<file path="config.mk">
export PLATFORM = sky130hd
export DESIGN_NAME = bw_mac_accumulator
export DESIGN_NICKNAME = d
export VERILOG_FILES = /design/src/rtl/bw_pkg.sv /design/src/rtl/bw_sat_add.sv /design/src/rtl/bw_mac_accumulator.sv
export SDC_FILE = /design/constraint.sdc
export NUM_CORES = 1
export LEC_CHECK = 0
export ABC_CLOCK_PERIOD_IN_PS = 3440
export BUFFER_PORTS_ARGS = -buffer_cell sky130_fd_sc_hd__buf_2
export CAP_MARGIN = 0
export CORE_MARGIN = 2
export CORE_UTILIZATION = 47
export CTS_CLUSTER_DIAMETER = 30
export DETAILED_ROUTE_END_ITERATION = 6
export GPL_ROUTABILITY_DRIVEN = 1
export PLACE_DENSITY = 0.82
export SYNTH_ARGS = -nofsm -noshare
export SYNTH_HDL_FRONTEND = slang
export SYNTH_SLANG_ARGS = --single-unit
export TNS_END_PERCENT = 50
</file>
<file path="constraint.sdc">
create_clock -name clk -period 3.44 [get_ports clk]
set_clock_uncertainty 0.05 [all_clocks]
set_input_delay 0.688 -clock clk [delete_from_list [all_inputs] [get_ports clk]]
set_output_delay 0.688 -clock clk [all_outputs]
set_load 0.1 [all_outputs]
</file>
<file path="src/rtl/bw_pkg.sv">
// Shared types and constants for the Baugh-Wooley MAC stage.
// Saturation limit helpers serve the clamp path enabled by BW_MAC_SAT_EN.
package bw_pkg;

   localparam int PROD_W = 8;
   localparam int CNT_W  = 5;

   typedef enum logic [1:0] {
      IDLE = 2'd0,
      ACC  = 2'd1,
      HOLD = 2'd2
   } bw_mac_state_t;

   // Largest positive value of a w-bit signed number, in the low w bits.
   function automatic logic [31:0] sat_max(input int w);
      return (32'd1 << (w - 1)) - 32'd1;
   endfunction

   // Most negative value of a w-bit signed number, in the low w bits.
   function automatic logic [31:0] sat_min(input int w);
      return 32'd1 << (w - 1);
   endfunction

endpackage

</file>
<file path="src/rtl/bw_sat_add.sv">
// Combinational W-bit signed adder with overflow detect.
// With BW_MAC_SAT_EN defined an overflowing result clamps to the signed limit.
module bw_sat_add
   import bw_pkg::*;
#(
   parameter int W = 12
) (
   input  logic signed [W-1:0] a,
   input  logic signed [W-1:0] b,
   output logic signed [W-1:0] sum,
   output logic                ovf
);

   logic signed [W:0] full_s;

   // One extra bit exposes overflow: the true sign sits in full_s[W].
   always_comb begin
      full_s = (W+1)'(a) + (W+1)'(b);
      ovf    = (full_s[W] != full_s[W-1]);
`ifdef BW_MAC_SAT_EN
      if (ovf) begin
         if (full_s[W]) begin
            sum = W'(sat_min(W));
         end else begin
            sum = W'(sat_max(W));
         end
      end else begin
         sum = full_s[W-1:0];
      end
`else
      sum = full_s[W-1:0];
`endif
   end

endmodule

</file>
<file path="src/rtl/bw_mac_accumulator.sv">
// Streaming signed MAC: sums a frame of up to N_TERMS multiplier products.
// Optional saturation (BW_MAC_SAT_EN) lives in bw_sat_add.
module bw_mac_accumulator
   import bw_pkg::*;
#(
   parameter int N_TERMS = 4,
   parameter int ACC_W   = 12
) (
   input  logic             clk,
   input  logic             rst,
   input  logic             in_valid,
   output logic             in_ready,
   input  logic [7:0]       prod,
   input  logic             in_last,
   output logic             out_valid,
   input  logic             out_ready,
   output logic [ACC_W-1:0] out_sum,
   output logic [4:0]       out_count,
   output logic             out_ovf
);

   bw_mac_state_t            state_r;
   bw_mac_state_t            state_nxt_s;
   logic signed [ACC_W-1:0]  acc_r;
   logic [CNT_W-1:0]         cnt_r;
   logic                     ovf_r;
   logic                     accept_s;
   logic                     final_s;
   logic                     consume_s;
   logic signed [ACC_W-1:0]  prod_ext_s;
   logic signed [ACC_W-1:0]  sum_s;
   logic                     add_ovf_s;

   // Handshake qualifiers; the frame closes on in_last or on the N_TERMS-th term.
   always_comb begin
      accept_s   = in_valid && (state_r != HOLD);
      final_s    = accept_s && (in_last || (cnt_r == CNT_W'(N_TERMS - 1)));
      consume_s  = (state_r == HOLD) && out_ready;
      prod_ext_s = ACC_W'($signed(prod));
   end

   bw_sat_add #(
      .W (ACC_W)
   ) u_add (
      .a   (acc_r),
      .b   (prod_ext_s),
      .sum (sum_s),
      .ovf (add_ovf_s)
   );

   // State register.
   always_ff @(posedge clk or posedge rst) begin
      if (rst) begin
         state_r <= IDLE;
      end else begin
         state_r <= state_nxt_s;
      end
   end

   // Next-state logic.
   always_comb begin
      state_nxt_s = state_r;
      case (state_r)
         IDLE, ACC: begin
            if (final_s) begin
               state_nxt_s = HOLD;
            end else if (accept_s) begin
               state_nxt_s = ACC;
            end else begin
               state_nxt_s = state_r;
            end
         end
         HOLD: begin
            if (out_ready) begin
               state_nxt_s = IDLE;
            end else begin
               state_nxt_s = HOLD;
            end
         end
         default: state_nxt_s = IDLE;
      endcase
   end

   // Handshake outputs decoded from the state register.
   always_comb begin
      in_ready  = 1'b1;
      out_valid = 1'b0;
      case (state_r)
         IDLE, ACC: begin
            in_ready  = 1'b1;
            out_valid = 1'b0;
         end
         HOLD: begin
            in_ready  = 1'b0;
            out_valid = 1'b1;
         end
         default: begin
            in_ready  = 1'b0;
            out_valid = 1'b0;
         end
      endcase
   end

   // Accumulator, term count and sticky overflow; frozen in HOLD, cleared on handoff.
   always_ff @(posedge clk or posedge rst) begin
      if (rst) begin
         acc_r <= '0;
         cnt_r <= '0;
         ovf_r <= 1'b0;
      end else if (consume_s) begin
         acc_r <= '0;
         cnt_r <= '0;
         ovf_r <= 1'b0;
      end else if (accept_s) begin
         acc_r <= sum_s;
         cnt_r <= cnt_r + CNT_W'(1);
         ovf_r <= ovf_r | add_ovf_s;
      end else begin
         acc_r <= acc_r;
         cnt_r <= cnt_r;
         ovf_r <= ovf_r;
      end
   end

   always_comb begin
      out_sum   = acc_r;
      out_count = cnt_r;
      out_ovf   = ovf_r;
   end

endmodule

</file>
Word level (Yosys, flattened, before mapping)
Cells that the tools add are included.
W data, S select, Z words.
- register bits after elaboration: 20
- bits in latches: 0
- RAM bits: 0
- memory bits (read-only): 0
- bits of input ports: 13
- output and inout bits: 20
- word-level logic and storage cells: 32
- memories: 0
- $add $sub $neg: 2
- $mul: 0
- divide/modulo/power cells: 0
- $lt $le $gt $ge: 0
- equality and inequality tests: 6
- shift operators: 0
- muxes and demuxes: 12
- bitwise operators: 1
- reductions and logical operators: 7
- operators with widths (kind ; count):
    $mux W12 ; 2
    $add A12 B8 Y13 ; 1
    $mux W5 ; 2
    $mux W2 ; 3
    $add A5 B1 Y5 const B ; 1
    $eq A5 B2 Y1 const B ; 1
    $mux W1 ; 4
    $pmux W2 S2 ; 1
    $logic_and A1 B1 Y1 ; 3
    $ne A3 B3 Y1 const B ; 1
    $eq A2 B1 Y1 const B ; 1
    $eq A2 B2 Y1 const B ; 1
    $logic_not A2 Y1 ; 1
    $ne A2 B2 Y1 const B ; 1
    $reduce_bool A2 Y1 ; 1
    $reduce_or A2 Y1 ; 1
    $logic_or A1 B1 Y1 ; 1
    $ne A1 B1 Y1 ; 1
    $or A1 B1 Y1 ; 1

Logic depth before layout (Yosys ltp)
Gate-level depths: netlist of the first run.
- word-level depth: 5
- mapped depth: 9
- gate-level depth less buffers: 9

Modules after synthesis
From an unflattened synthesis of the first run, not the netlist that was laid out.
- cell total of the unflattened synthesis: 141
- area, all modules: 1421.4 um^2
- modules (own cells, without submodules) (module ; instances ; cells each ; area an instance (um^2) ; seq. area each (um^2)):
    bw_mac_accumulator ; 1 ; 65 ; 859.6 ; 500.5
    bw_sat_add ; 1 ; 76 ; 561.8 ; 0.0

Worst setup path before layout of the first run
OpenSTA, ideal clock, no wires.
- path kind: reg-to-reg
- start: register acc_r[0] (netlist: out_sum[0])
- end: register acc_r[10] (netlist: out_sum[10])
- library setup time: 0.124 ns
- data arrival time: 2.761 ns
- required time: 3.266 ns
- path slack: 0.505 ns
- cell stages (with the launch flop): 10
- clock period less this slack: 2.935 ns
- cells stage by stage: dfrtp_1 ha_1 inv_1 fa_1 nand2b_1 a211oi_1 o211ai_1 a21oi_1 nor4b_1 a211o_1
- cells in the longest elaborated chain, start to end: 3
- ends and longest elaborated chain (item ; line ; text):
    from (decl) ; bw_mac_accumulator.sv:24 ; logic signed [ACC_W-1:0] acc_r;
    from (signal assigned) ; bw_mac_accumulator.sv:115 ; acc_r <= sum_s;
    from (signal assigned) ; bw_mac_accumulator.sv:119 ; acc_r <= acc_r;
    $add A12 B8 Y13 ; bw_sat_add.sv:18 ; full_s = (W+1)'(a) + (W+1)'(b);
    $mux W12 ; bw_mac_accumulator.sv:114 ; end else if (accept_s) begin
    $mux W12 ; bw_mac_accumulator.sv:110 ; end else if (consume_s) begin
Every way passes these cells. The select of a mux whose other input is x is not followed.
A chain may end at the register's enable or synchronous reset.

Worst setup path in the final report of the first run
- start: input prod[0]
- end: register acc_r[10] (netlist: out_sum[10])
- cells in the longest elaborated chain, start to end: 3
- ends and longest elaborated chain (item ; line ; text):
    from (decl) ; bw_mac_accumulator.sv:13 ; input logic [7:0] prod,
    $add A12 B8 Y13 ; bw_sat_add.sv:18 ;
    $mux W12 ; bw_mac_accumulator.sv:114 ;
    $mux W12 ; bw_mac_accumulator.sv:110 ;
Every way passes these cells. The select of a mux whose other input is x is not followed.

==> impl_metrics.tcl, run 1 <==
set metrics [dict create \
    min_period_over_period 0.722 \
    min_from "state_r[1]$_DFFE_PP0P_" \
    synth_enable_flop_cells 0 \
    wl_per_cell_um 13.1 \
    grt_pass1_vias 1110 \
    ctsResizeCount 0 \
    critPathCaptureType "flip-flop" \
    area_delta_synth_final_pct 18.5 \
    ys_ff_latch 20 \
    synth_top_area_cell "dfrtp_1" \
    min_period_ps 2480 \
    die-height_um 57.2 \
    yosysMostFrequentCell "dfrtp_1" \
    ys_types 36 \
    vias 1132 \
    dp_hpwl_um 2110 \
    cts_setup_buffers 0 \
    avgSynthCellArea_um2 9.38 \
    num_antenna_cells 0 \
    detail_route.vias_per_cell 5.47 \
    rows 19 \
    ff2ff_path_depth 9 \
    h-tree-depth 1 \
    die_w_um 57.2 \
    drv_slew 0 \
    synth_ff_type "dfrtp_1" \
    r2r_slack_ps 1000 \
    cts_tree "built" \
    clock_sinks 20 \
    fp.dieArea_um2 3270 \
    regArea_um2 500 \
    core-area_um2 2730 \
    seq_area_frac_synth 0.376 \
    worst_hold_path_type "reg2reg" \
    ant_nets 0 \
    hold_viol 0 \
    rsz0062_at_grt "false" \
    cts_buffer_depth 2 \
    critPathArrivalTime_ps 2640 \
    root_buffer "clkbuf_4" \
    syn_nets 169 \
    ios 33 \
    worst_pin_slew_ps 774 \
    netlist_area_um2 1330 \
    setup.worst_path.start_class "input port" \
    min_to "state_r[0]$_DFFE_PP0P_" \
    yosys_warnings 0 \
    async_flop_share 1.00 \
    gp_congestion 0.894 \
    ys_top_cells_by_count "dfrtp_1, ha_1, nand2_1" \
    grt_max_degree 21 \
    synth_area_leaders "dfrtp_1, ha_1, xor2_1, o21ai_1, nand2_1" \
    grt_first_pass_wirelength_um 4800 \
    reg2reg_to "out_sum[10]$_DFFE_PP0P_" \
    status "completed" \
    layout.nets 204 \
    min_path_cells 1 \
    drc 0 \
    postCtsHoldBufs 0 \
    fill_cells 229 \
    path_clk_slew_ps 120 \
    criticalPathCategory "in2reg" \
    grt_antenna_before_repair 0 \
    slew_headroom 0.483 \
    start_util 0.487 \
    grt-ovfl-total 0 \
    cap_violations 0 \
    io_buffer_count 32 \
    clk_latency_ps 310 \
    first_pass_iters 4 \
    crit_required_ps 3600 \
    max_freq_mhz 403 \
    drive_gt1_frac 0.227 \
    cts_made_buffers 3 \
    finalSetupTns_ps 0 \
    setup_viol 0 \
    synth_top_area_frac 0.376 \
    dr.first_iter.drc_count 31 \
    multiInputGateArea_um2 792 \
    grt.total_usage 0.181 \
    critPathMaxFanout 3 \
    routed_wl_um 2710 \
    r2r_start "out_sum[0]$_DFFE_PP0P_" \
    postSynthCellCount 142 \
]
## worst max-delay path: stages
cell and delay (ps):
buf_2 80, ha_1 190, inv_1 70, fa_1 370, nand2b_1 190, a211oi_1 280, o211ai_1 190, a21oi_1 220
nor4b_1 90, a211o_1 270
## layer usage
layer	wire (um)	vias to the layer above	global-route usage
met4	17	0	0.0498
met2	1360	15	0.304
li1	-	580	-
met1	1250	535	0.247
met3	78	2	0.0227
met5	0	-	0
## stage by stage
step	std cells	hold WS (ps)	worst slack, ps	utilization	instance area, um2
4_1_cts	207	437	959	0.577	1580
3_5_place_dp	203	421	614	0.558	1530
6_report	207	437	957	0.577	1580
3_3_place_gp	203	398	699	0.558	1530
5_1_grt	207	477	806	0.577	1580
2_1_floorplan	142	384	505	-	1330
## worst max path at each step
stage | from | end | slack [ps] | cells past startpoint
CTS | prod[0] | out_sum[10]$_DFFE_PP0P_ | 960 | 10
floorplan | out_sum[0]$_DFFE_PP0P_ | out_sum[10]$_DFFE_PP0P_ | 510 | 9
global placement | prod[0] | out_sum[10]$_DFFE_PP0P_ | 700 | 10
finish | prod[0] | out_sum[10]$_DFFE_PP0P_ | 960 | 10
detailed placement | prod[0] | out_sum[10]$_DFFE_PP0P_ | 610 | 10
global route | prod[0] | out_sum[10]$_DFFE_PP0P_ | 810 | 10
## cell usage in the layout, fill, tap and decap left out, drive strengths merged, types with 2 or more instances in the layout
master | netlist | final
nand4 | 2 | 2
clkbuf | 2 | 3
a21o | 5 | 5
nand2 | 13 | 13
nor4b | 2 | 2
o22ai | 2 | 2
ha | 13 | 13
a21oi | 8 | 8
and3 | 2 | 2
o21ai | 14 | 14
xor2 | 9 | 9
and2 | 2 | 2
dfrtp | 20 | 20
o211ai | 2 | 2
nor2 | 11 | 11
inv | 7 | 7
nand2b | 5 | 5
a211oi | 2 | 2
buf | 1 | 33
nor2b | 2 | 2
nor3 | 2 | 2
a22o | 3 | 3
xnor2 | 3 | 3
## cell families after synthesis
family          Yosys count  synth area share
xor+xnor                 12            0.0790
buf+inv                  10            0.0291
fa+ha+maj                14             0.137
simple gates             43             0.163
flops                    20             0.376
compound gates           43             0.216
## registers in the layout, indices dropped and copies added, names as in the netlist
| name | cells |
|---|---|
| out_sum | 12 |
| out_count | 5 |
| state_r | 2 |
| out_ovf | 1 |
## area by class of cell
class | instances | share of cell area
sequential | 20 | 0.317
tap | 31 | 0.0246
clock inverter | 1 | 0.0190
multi-input combinational | 112 | 0.502
clock buffer | 3 | 0.0143
timing repair buffer | 33 | 0.106
inverter | 7 | 0.0167
Power of run 1 is left out: the tool's default activity adds up to more than one toggle a clock period on the data nets, which glitch-free logic cannot reach.
==> inputs of run 2 (changes only) <==
ABC_CLOCK_PERIOD_IN_PS = 2600   (was 3440)
clock period = 2.6 ns   (was 3.44 ns; I/O delays follow)
==> run 2 against run 1 <==
Design area up 0.79%. Via count increased by 3.4%. Count of clock-buffer cells in the layout unchanged. First-iteration DRC count decreased by 13%. Register-to-register slack got worse by 760 ps. Global-route usage is 1.3 points higher. Utilization increased by 0.46 points. Critical path depth decreased by 1. Non-clock buffer count increased by 1. Sequential share of layout area is 0.065 points higher. Largest cell class unchanged.
==> impl_metrics.tcl, run 2 (synthesized netlist as in run 1, its figures left out) <==
set metrics [dict create \
    root_buffer "clkbuf_4" \
    drive_gt1_frac 0.243 \
    first_pass_iters 4 \
    critPathArrivalTime_ps 2520 \
    path_clk_slew_ps 130 \
    start_util 0.487 \
    worst-path-buf-inv 1 \
    vias 1170 \
    drc 0 \
    slew_headroom 0.315 \
    post-route-util 0.582 \
    dr.first_iter.drc_count 27 \
    crit_required_ps 2760 \
    largest_reg_flops 12 \
    die_w_um 57.2 \
    core-area_um2 2730 \
    ios 33 \
    cp_slowest_cell "dfrtp_4" \
    area_delta_synth_final_pct 19.5 \
    postCtsHoldBufs 0 \
    cp_cell_sequence "ha_1 -> inv_1 -> fa_1 -> nand2b_1 -> a211oi_1 -> o211ai_1 -> a21oi_1 -> nor4b_1 -> a211o_1" \
    status "completed" \
    drv_slew 0 \
    dp_hpwl_um 2180 \
    clock_sinks 20 \
    layout_commonest_cell "buf_2" \
    grt_max_degree 21 \
    grt_antenna_before_repair 0 \
    rsz0062_at_grt "false" \
    cap_violations 0 \
    rows 19 \
    criticalPathCategory "reg2reg" \
    setup.worst_path.start_class "flip-flop" \
    cts_setup_buffers 0 \
    clk_latency_ps 310 \
    path_delay_family "compound AO/OA/AOI/OAI gates" \
    io_buffer_count 32 \
    layout.nets 205 \
    worst_pin_slew_ps 1020 \
    max_freq_mhz 423 \
    critPathMaxFanout 3 \
    final_cell_mix "buf_2, dfrtp_1, nand2_1, ha_1" \
    min_period_over_period 0.909 \
    fill_cells 237 \
    finalSetupTns_ps 0 \
    setup_viol 0 \
    cts_buffer_depth 2 \
    wl_per_cell_um 13.8 \
    min_period_ps 2360 \
    cts_tree "built" \
    grt_pass1_vias 1168 \
    grt_first_pass_wirelength_um 5070 \
    hold-worst-slack_ps 264 \
    ant_nets 0 \
    ctsResizeCount 0 \
    detail_route.vias_per_cell 5.63 \
    h-tree-depth 1 \
    die-height_um 57.2 \
    routed_wl_um 2880 \
    fp.dieArea_um2 3270 \
    hold_viol 0 \
    critPathCaptureType "flip-flop" \
    worst_hold_path_type "in2async" \
    slowest_delay_ps 440 \
    grt-ovfl-total 0 \
    cts_made_buffers 3 \
    r2r_slack_ps 240 \
    grt.total_usage 0.194 \
    gp_congestion 0.991 \
    num_antenna_cells 0 \
]
==> run 2: per-layer routing <==
metal	GRT usage	part of all wire	vias up
met5	0	0	-
met4	0.0565	0.0059	0
met3	0.0249	0.031	2
met2	0.330	0.49	22
met1	0.261	0.47	566
li1	-	-	580
==> run 2: final timing paths <==
path / startpoint / endpoint / cells after the start
worst max-delay path: out_sum[0]$_DFFE_PP0P_ / out_sum[10]$_DFFE_PP0P_ / 9
worst min-delay path: rst / out_sum[3]$_DFFE_PP0P_ / 2
worst max register to register: out_sum[0]$_DFFE_PP0P_ / out_sum[10]$_DFFE_PP0P_ / 9
worst min register to register: state_r[1]$_DFFE_PP0P_ / state_r[0]$_DFFE_PP0P_ / 1
max in group asynchronous: rst / out_sum[0]$_DFFE_PP0P_ / 2
min in group clk: out_ready / state_r[1]$_DFFE_PP0P_ / 2
==> run 2: final cells by class <==
class / instances / area (um2) / area share
multi-input cells: 112 / 792 / 0.498
flip-flops and latches: 20 / 505 / 0.318
repair buffers: 34 / 175 / 0.110
well taps: 31 / 38.8 / 0.0244
clock inverters: 1 / 30.0 / 0.0189
inverters: 7 / 26.3 / 0.0165
clock buffers: 3 / 22.5 / 0.0142
==> run 2: per-stage QoR <==
stage	cell area, um2	std cells	setup slack [ps]
2_1_floorplan	1340	142	65.1
3_3_place_gp	1540	204	108
3_5_place_dp	1540	204	53.4
4_1_cts	1590	208	226
5_1_grt	1590	208	22.4
6_report	1590	208	236
==> run 2: worst register-to-register path, stage by stage (launching register included) <==
cell	delay, ps
dfrtp_4	440
ha_1	170
inv_1	60
fa_1	370
nand2b_1	180
a211oi_1	270
o211ai_1	180
a21oi_1	200
nor4b_1	80
a211o_1	280
Power of run 2 is left out for the same reason.
==> inputs of run 3 (changes only) <==
CORE_ASPECT_RATIO = 1.75   (was not set)
==> run 3 against run 2 <==
Flip-flop and latch count is the same. Utilization grew 1.6 points. Global-route usage grew 0.48 points. Sequential share of layout area shrank 0.35 points. Die area grew 0.51%. Routed wire length grew 4.4%. Critical endpoint unchanged.
==> impl_metrics.tcl, run 3 (synthesized netlist as in run 1, its figures left out) <==
set metrics [dict create \
    ff2ff_path_depth 9 \
    detail_route.vias_per_cell 5.81 \
    drv_slew 0 \
    max_freq_mhz 410 \
    min_period_over_period 0.937 \
    setup.worst_path.start_class "flip-flop" \
    rsz0062_at_grt "false" \
    clk_latency_ps 250 \
    cts_setup_buffers 0 \
    slew_headroom 0.484 \
    routed_wl_um 3010 \
    r2r_start "out_sum[0]$_DFFE_PP0P_" \
    grt_max_degree 21 \
    critPathCaptureType "flip-flop" \
    drive_gt1_frac 0.249 \
    r2r_slack_ps 160 \
    wl_per_cell_um 14.7 \
    vias 1185 \
    die-height_um 74.4 \
    fp.dieArea_um2 3290 \
    root_buffer "clkbuf_8" \
    setup_viol 0 \
    path_clk_slew_ps 80 \
    ant_nets 0 \
    die_w_um 44.2 \
    reg2reg_to "out_sum[10]$_DFFE_PP0P_" \
    grt_pass1_vias 1162 \
    final_cell_mix "buf_2, dfrtp_1, nand2_1, ha_1" \
    clock_sinks 20 \
    finalSetupTns_ps 0 \
    worst_pin_slew_ps 773 \
    ios 33 \
    area_delta_synth_final_pct 20.8 \
    grt_first_pass_wirelength_um 5000 \
    cts_made_buffers 3 \
    final_cell_count_no_fill 204 \
    h-tree-depth 1 \
    status "completed" \
    io_buffer_count 32 \
    rows 25 \
    hold-worst-slack_ps 342 \
    min_period_ps 2440 \
    cap_violations 0 \
    grt-ovfl-total 0 \
    hold_viol 0 \
    core-area_um2 2690 \
    dp_hpwl_um 2290 \
    worst_hold_path_type "in2async" \
    grt_antenna_before_repair 0 \
    crit_required_ps 2700 \
    gp_congestion 0.903 \
    cts_buffer_depth 2 \
    cts_tree "built" \
    layout.nets 205 \
    critPathArrivalTime_ps 2530 \
    largest_reg_flops 12 \
    num_antenna_cells 0 \
    criticalPathCategory "reg2reg" \
    grt.total_usage 0.199 \
    post-route-util 0.598 \
    first_pass_iters 4 \
    start_util 0.495 \
    drc 0 \
    layout_commonest_cell "buf_2" \
    dr.first_iter.drc_count 44 \
    critPathMaxFanout 3 \
    dpl.cell_count 200 \
]
[run 3: timing repair]
item                                    in CTS  in global routing
hold buffers                                 0                  0
endpoints found under the setup margin       0                  1
gates resized for setup                      0                  1
[run 3: how the worst max path moves through the flow]
stage                     depth (start not counted)              startpoint  slack (ps)                 endpoint
after CTS                                         9  out_sum[0]$_DFFE_PP0P_         150  out_sum[10]$_DFFE_PP0P_
after global placement                           10                 prod[0]          90  out_sum[10]$_DFFE_PP0P_
after detailed placement                         10                 prod[0]           8  out_sum[10]$_DFFE_PP0P_
after floorplan                                   7  out_sum[4]$_DFFE_PP0P_          70   out_sum[9]$_DFFE_PP0P_
final                                             9  out_sum[0]$_DFFE_PP0P_         160  out_sum[10]$_DFFE_PP0P_
after global routing                              9  out_sum[0]$_DFFE_PP0P_          20  out_sum[10]$_DFFE_PP0P_
[run 3: per-layer routing]
metal,vias up,share of wire,GRT usage
li1,580,-,-
met1,568,0.38,0.225
met2,35,0.57,0.382
met3,2,0.042,0.0218
met4,0,0.0080,0.0505
met5,-,0,0
[run 3: cell type report]
cell class                 instances  area, um2
timing repair buffer              34        175
fill                             240       1080
tap                               27       33.8
clock buffer                       3       41.3
inverter                           7       26.3
sequential                        20        505
clock inverter                     1       30.0
multi-input combinational        112        796
[run 3: metrics by stage]
| stage | area [um2] | setup WS, ps |
|---|---|---|
| 2_1_floorplan | 1340 | 65.1 |
| 3_3_place_gp | 1530 | 88.0 |
| 3_5_place_dp | 1530 | 7.64 |
| 4_1_cts | 1600 | 146 |
| 5_1_grt | 1610 | 17.3 |
| 6_report | 1610 | 163 |
[run 3: worst max-delay path, stage by stage (launching register included)]
cell and delay (ps):
dfrtp_4 420, ha_1 150, inv_1 50, fa_1 390, nand2b_1 200, a211oi_1 270
o211ai_1 220, a21oi_2 210, nor4b_1 80, a211o_1 280
Power of run 3 is left out for the same reason.
